--- src/rtl/fifo_pkg.sv ---
`default_nettype none
// ============================================================================
// Module      : fifo_pkg
// Description : Shared width defaults and packer state encoding.
// Revision    : 1.0 - initial release
// ============================================================================
package fifo_pkg;

    localparam int c_DEFAULT_WIDTH      = 32;
    localparam int c_DEFAULT_BYTE_WIDTH = 8;
    localparam int c_DEFAULT_LANES      = c_DEFAULT_WIDTH / c_DEFAULT_BYTE_WIDTH;

    typedef enum logic [0:0] {
        ST_EMPTY   = 1'b0,
        ST_PARTIAL = 1'b1
    } pack_state_e;

endpackage : fifo_pkg
`default_nettype wire

--- src/rtl/byte_packer.sv ---
`default_nettype none
// ============================================================================
// Module      : byte_packer
// Description : Packs byte symbols into WIDTH-bit words with keep/last.
// Revision    : 1.0 - initial release
// ============================================================================
module byte_packer
    import fifo_pkg::*;
#(
    parameter int WIDTH      = c_DEFAULT_WIDTH,
    parameter int BYTE_WIDTH = c_DEFAULT_BYTE_WIDTH,
    localparam int LANES     = WIDTH / BYTE_WIDTH,
    localparam int LANE_W    = (LANES > 1) ? $clog2(LANES) : 1
) (
    input  logic                  clock,
    input  logic                  areset,
    input  logic                  in_valid,
    output logic                  in_ready,
    input  logic [BYTE_WIDTH-1:0] in_data,
    input  logic                  in_last,
    output logic                  out_valid,
    input  logic                  out_ready,
    output logic [WIDTH-1:0]      out_data,
    output logic [LANES-1:0]      out_keep,
    output logic                  out_last
);

    localparam logic [LANE_W-1:0] c_LAST_LANE = LANE_W'(LANES - 1);
    localparam logic [LANE_W-1:0] c_LANE_ONE  = LANE_W'(1);

    pack_state_e       r_state;
    logic [LANE_W-1:0] r_lane_idx;
    logic [WIDTH-1:0]  r_acc;
    logic              r_out_valid;
    logic [WIDTH-1:0]  r_out_data;
    logic [LANES-1:0]  r_out_keep;
    logic              r_out_last;

    logic              w_in_ready;
    logic              w_accept;
    logic              w_close;
    logic [WIDTH-1:0]  w_base;
    logic [WIDTH-1:0]  w_word;
    logic [LANES-1:0]  w_keep;

    // The output slot frees itself in the same cycle it drains, so no bubble.
    assign w_in_ready = !r_out_valid || out_ready;
    assign w_accept   = in_valid && w_in_ready;
    assign w_close    = w_accept && ((r_lane_idx == c_LAST_LANE) || in_last);

    // An EMPTY accumulator contributes nothing, so unfilled lanes read as zero.
    always_comb begin
        w_base = (r_state == ST_PARTIAL) ? r_acc : '0;
        w_word = w_base;
        w_word[r_lane_idx*BYTE_WIDTH +: BYTE_WIDTH] = in_data;
        w_keep = '0;
        for (int i = 0; i < LANES; i++) begin
            w_keep[i] = (i <= int'(r_lane_idx));
        end
    end

    always_ff @(posedge clock or posedge areset) begin
        if (areset) begin
            r_state     <= ST_EMPTY;
            r_lane_idx  <= '0;
            r_acc       <= '0;
            r_out_valid <= 1'b0;
            r_out_data  <= '0;
            r_out_keep  <= '0;
            r_out_last  <= 1'b0;
        end else begin
            if (w_accept) begin
                if (w_close) begin
                    r_state    <= ST_EMPTY;
                    r_lane_idx <= '0;
                    r_acc      <= '0;
                end else begin
                    r_state    <= ST_PARTIAL;
                    r_lane_idx <= r_lane_idx + c_LANE_ONE;
                    r_acc      <= w_word;
                end
            end

            if (w_close) begin
                r_out_valid <= 1'b1;
                r_out_data  <= w_word;
                r_out_keep  <= w_keep;
                r_out_last  <= in_last;
            end else if (out_ready) begin
                r_out_valid <= 1'b0;
            end
        end
    end

    assign in_ready  = w_in_ready;
    assign out_valid = r_out_valid;
    assign out_data  = r_out_data;
    assign out_keep  = r_out_keep;
    assign out_last  = r_out_last;

endmodule : byte_packer
`default_nettype wire

--- config.mk ---
export PLATFORM = sky130hd
export DESIGN_NAME = byte_packer
export DESIGN_NICKNAME = d
export VERILOG_FILES = /design/src/rtl/fifo_pkg.sv /design/src/rtl/byte_packer.sv
export SDC_FILE = /design/constraint.sdc
export NUM_CORES = 1
export LEC_CHECK = 0
export BUFFER_PORTS_ARGS = -buffer_cell sky130_fd_sc_hd__buf_4
export CAP_MARGIN = 25
export CELL_PAD_IN_SITES_DETAIL_PLACEMENT = 0
export CELL_PAD_IN_SITES_GLOBAL_PLACEMENT = 1
export CORE_AREA = 5 5 91 93
export CTS_CLUSTER_SIZE = 12
export DETAILED_ROUTE_END_ITERATION = 10
export DIE_AREA = 0 0 96 98
export PLACE_DENSITY = 0.83
export SLEW_MARGIN = 20
export SYNTH_ARGS = -nofsm -noshare
export SYNTH_HDL_FRONTEND = slang
export SYNTH_SLANG_ARGS = --single-unit
--- constraint.sdc ---
create_clock -name clock -period 4.8 [get_ports clock]
set_input_delay 0.48 -clock clock [delete_from_list [all_inputs] [get_ports clock]]
set_output_delay 0.48 -clock clock [all_outputs]
set_load 0.02 [all_outputs]
==> run metrics <==
CP Launch Type=flip-flop; ANT cells=0; Crit. End Element=flip-flop; Place WS=2040 ps; FP Rows=32; crit-path max cell delay=530 ps; Final Hold Viols=0; Final Max Slew Viols=0; top cells by area, synth=dfrtp_1 52%, a32o_1 5.7%, a31oi_1 5.4%; DIE WIDTH=96 um; initial core utilization=0.471; Inserted Clock Buffers=9; Setup CP Type=flip-flop to flip-flop; CTS tree=done; Util after Layout=0.544; total power=1.93 mW; Max rail drop VDD=0.000152 V; mapped cell area=0.00351 mm^2; Post-synth top flop=dfrtp_1; syn nets=305; CP max-delay cell=or2_1; Netlist cell types=40; drt pass-1 iters=4; met2 global-route usage=0.275; clk buf depth=2; crit path cell chain=ha_1, or2_1, buf_4, and3_4, mux2_2; CTS Hold Bufs=0; critical path data arrival time=2870 ps; setup tns final=0 ps; final hold slack=233 ps; initial antenna violation count=0; Core ar.=0.00745 mm^2; CTS H-Tree Depth=3; Vias=2598; most frequent cells in the layout=73 x dfrtp_1, 53 x buf_4, 30 x a31oi_1, 30 x a21oi_1, 20 x a32o_1; CTS root buffer=clkbuf_8; Finished Cell Area=0.00405 mm^2; global-route wire length before repair=13.7 mm; crit-path leading delay family=simple AND/OR/NAND/NOR gates; vias in the first global route=2568; R2R setup slack=2170 ps; gr usage total=0.191; Routed Antenna Nets=0; Layout Cells excl Fill=421; commonest non-fill, non-tap cell in the layout=dfrtp_1; Bufs and invs on worst path=1; routed wire length per instance=20.0 um; Congestion Overflow GR=0; Required @ worst endpoint=5040 ps; Via density=6.17; input/output buffers=51; Pleak=1.76 nW; die outline height=98 um; drt initial violations=174; HPWL after DPL=5.50 mm; f_max=0.380 GHz; Post-synth EDFFs=0; Power Dens Cells=478 mW/mm^2; CTS resizes=0; fin nets=334; worst-skew pair later-pin latency=350 ps; area post-placement=0.00379 mm^2; die area=0.00941 mm^2; crit path max fanout=35; Syn Inst Count=285; outcome=complete, no violations; Yosys Warn Count=0; clk sinks=73; top-area cell type share of the netlist area=0.521; Setup violations, final=0; WL final=8.43 mm; Worst Max-Slew Pin Slew=785 ps; RSZ-0062 raised after global routing=false; largest net degree at the start of global routing=45; Worst-path clk slew=80 ps; Layout Skew=9.58 ps; Worst Setup Slack, final=2170 ps; Rel. slew slack=0.469; Syn Area/Cell=12.3 um^2; period utilisation layout=0.548; Tmin final=2630 ps; M1 GR Usage=0.275; GRT busiest layer=met2; DRC=0; sequential share of the synthesized area=0.521; Synth Register Bits=73; grt met3 use=0.0431; Max-Cap Viols=0; Post-CTS Setup Inserts=0; global placer's final weighted congestion=0.843; top-level port count=52; layout cells sized above 1=0.304; hold crit path type=primary input to async pin; Synth async-reset ratio=1.00; synthesis-to-layout area growth=15.5%; placed insts=405; Synth area leader=dfrtp_1
## cells in the mapped netlist, types with 2 or more instances
cell type and n:
nand2_1 2, a22o_1 8, and4_1 2, a32o_1 20, clkbuf_1 11, ha_1 7
mux2_2 5, a21bo_2 2, inv_1 4, a31oi_1 30, and2_1 4, buf_1 3
a21oi_1 30, clkdlybuf4s25_2 8, buf_2 5, nor2_1 2, a22o_2 8, dfrtp_1 73
nand3_1 2, a22oi_1 16, buf_6 7, a32oi_1 12, o311ai_4 4, nor2b_1 4
## path summary, 6_finish.rpt
| check | startpoint | endpoint | depth (start not counted) |
|---|---|---|---|
| setup / recovery | r_lane_idx[0]$_DFFE_PP0P_ | out_data[8]$_DFFE_PP0P_ | 5 |
| hold / removal | areset | out_data[3]$_DFFE_PP0P_ | 2 |
| setup reg to reg | r_lane_idx[0]$_DFFE_PP0P_ | out_data[8]$_DFFE_PP0P_ | 5 |
| hold reg to reg | out_keep[0]$_DFFE_PP0P_ | out_keep[0]$_DFFE_PP0P_ | 1 |
| max in group asynchronous | areset | r_acc[6]$_DFFE_PP0P_ | 3 |
| min in group clock | in_data[6] | r_acc[30]$_DFFE_PP0P_ | 2 |
## metal layers
layer  wire length [um]  up-vias
met3                465       11
met1               3910     1317
met2               3900       81
met5                  0        -
met4                158        0
li1                   -     1189
## where the power goes
part	leakage [nW]	total [mW]	switching [mW]	internal, mW
combinational	0.690	0.565	0.348	0.217
sequential	0.941	0.766	0.0604	0.706
clock	0.127	0.603	0.228	0.375
total	1.76	1.93	0.637	1.30
## worst reg2reg max path, cell delays in order, from the launching register on
cell and delay (ps):
dfrtp_1 460, ha_1 220, or2_1 530, buf_4 400, and3_4 520, mux2_2 390
## area by class of cell
type | instances | area, um^2
repair buffers | 53 | 398
inverters | 4 | 15.0
clock buffers | 12 | 155
flip-flops and latches | 73 | 1830
fillers | 669 | 3400
well taps | 102 | 128
clock inverters | 4 | 98.8
multi-input cells | 173 | 1430
## state kept, by name, summed over array words and instances (netlist names)
signal	cells
out_data	32
out_keep	4
r_acc	32
out_last	1
r_lane_idx	2
out_valid	1
r_state	1
## kinds of logic after synthesis
kind of cell               synth area share
and+or+nand+nor                      0.0614
buffers and inverters                0.0739
muxes                                0.0189
AOI/OAI and AO/OA                     0.300
adders and majority gates            0.0250
DFF                                   0.521
(Power assumes the default switching activity.)
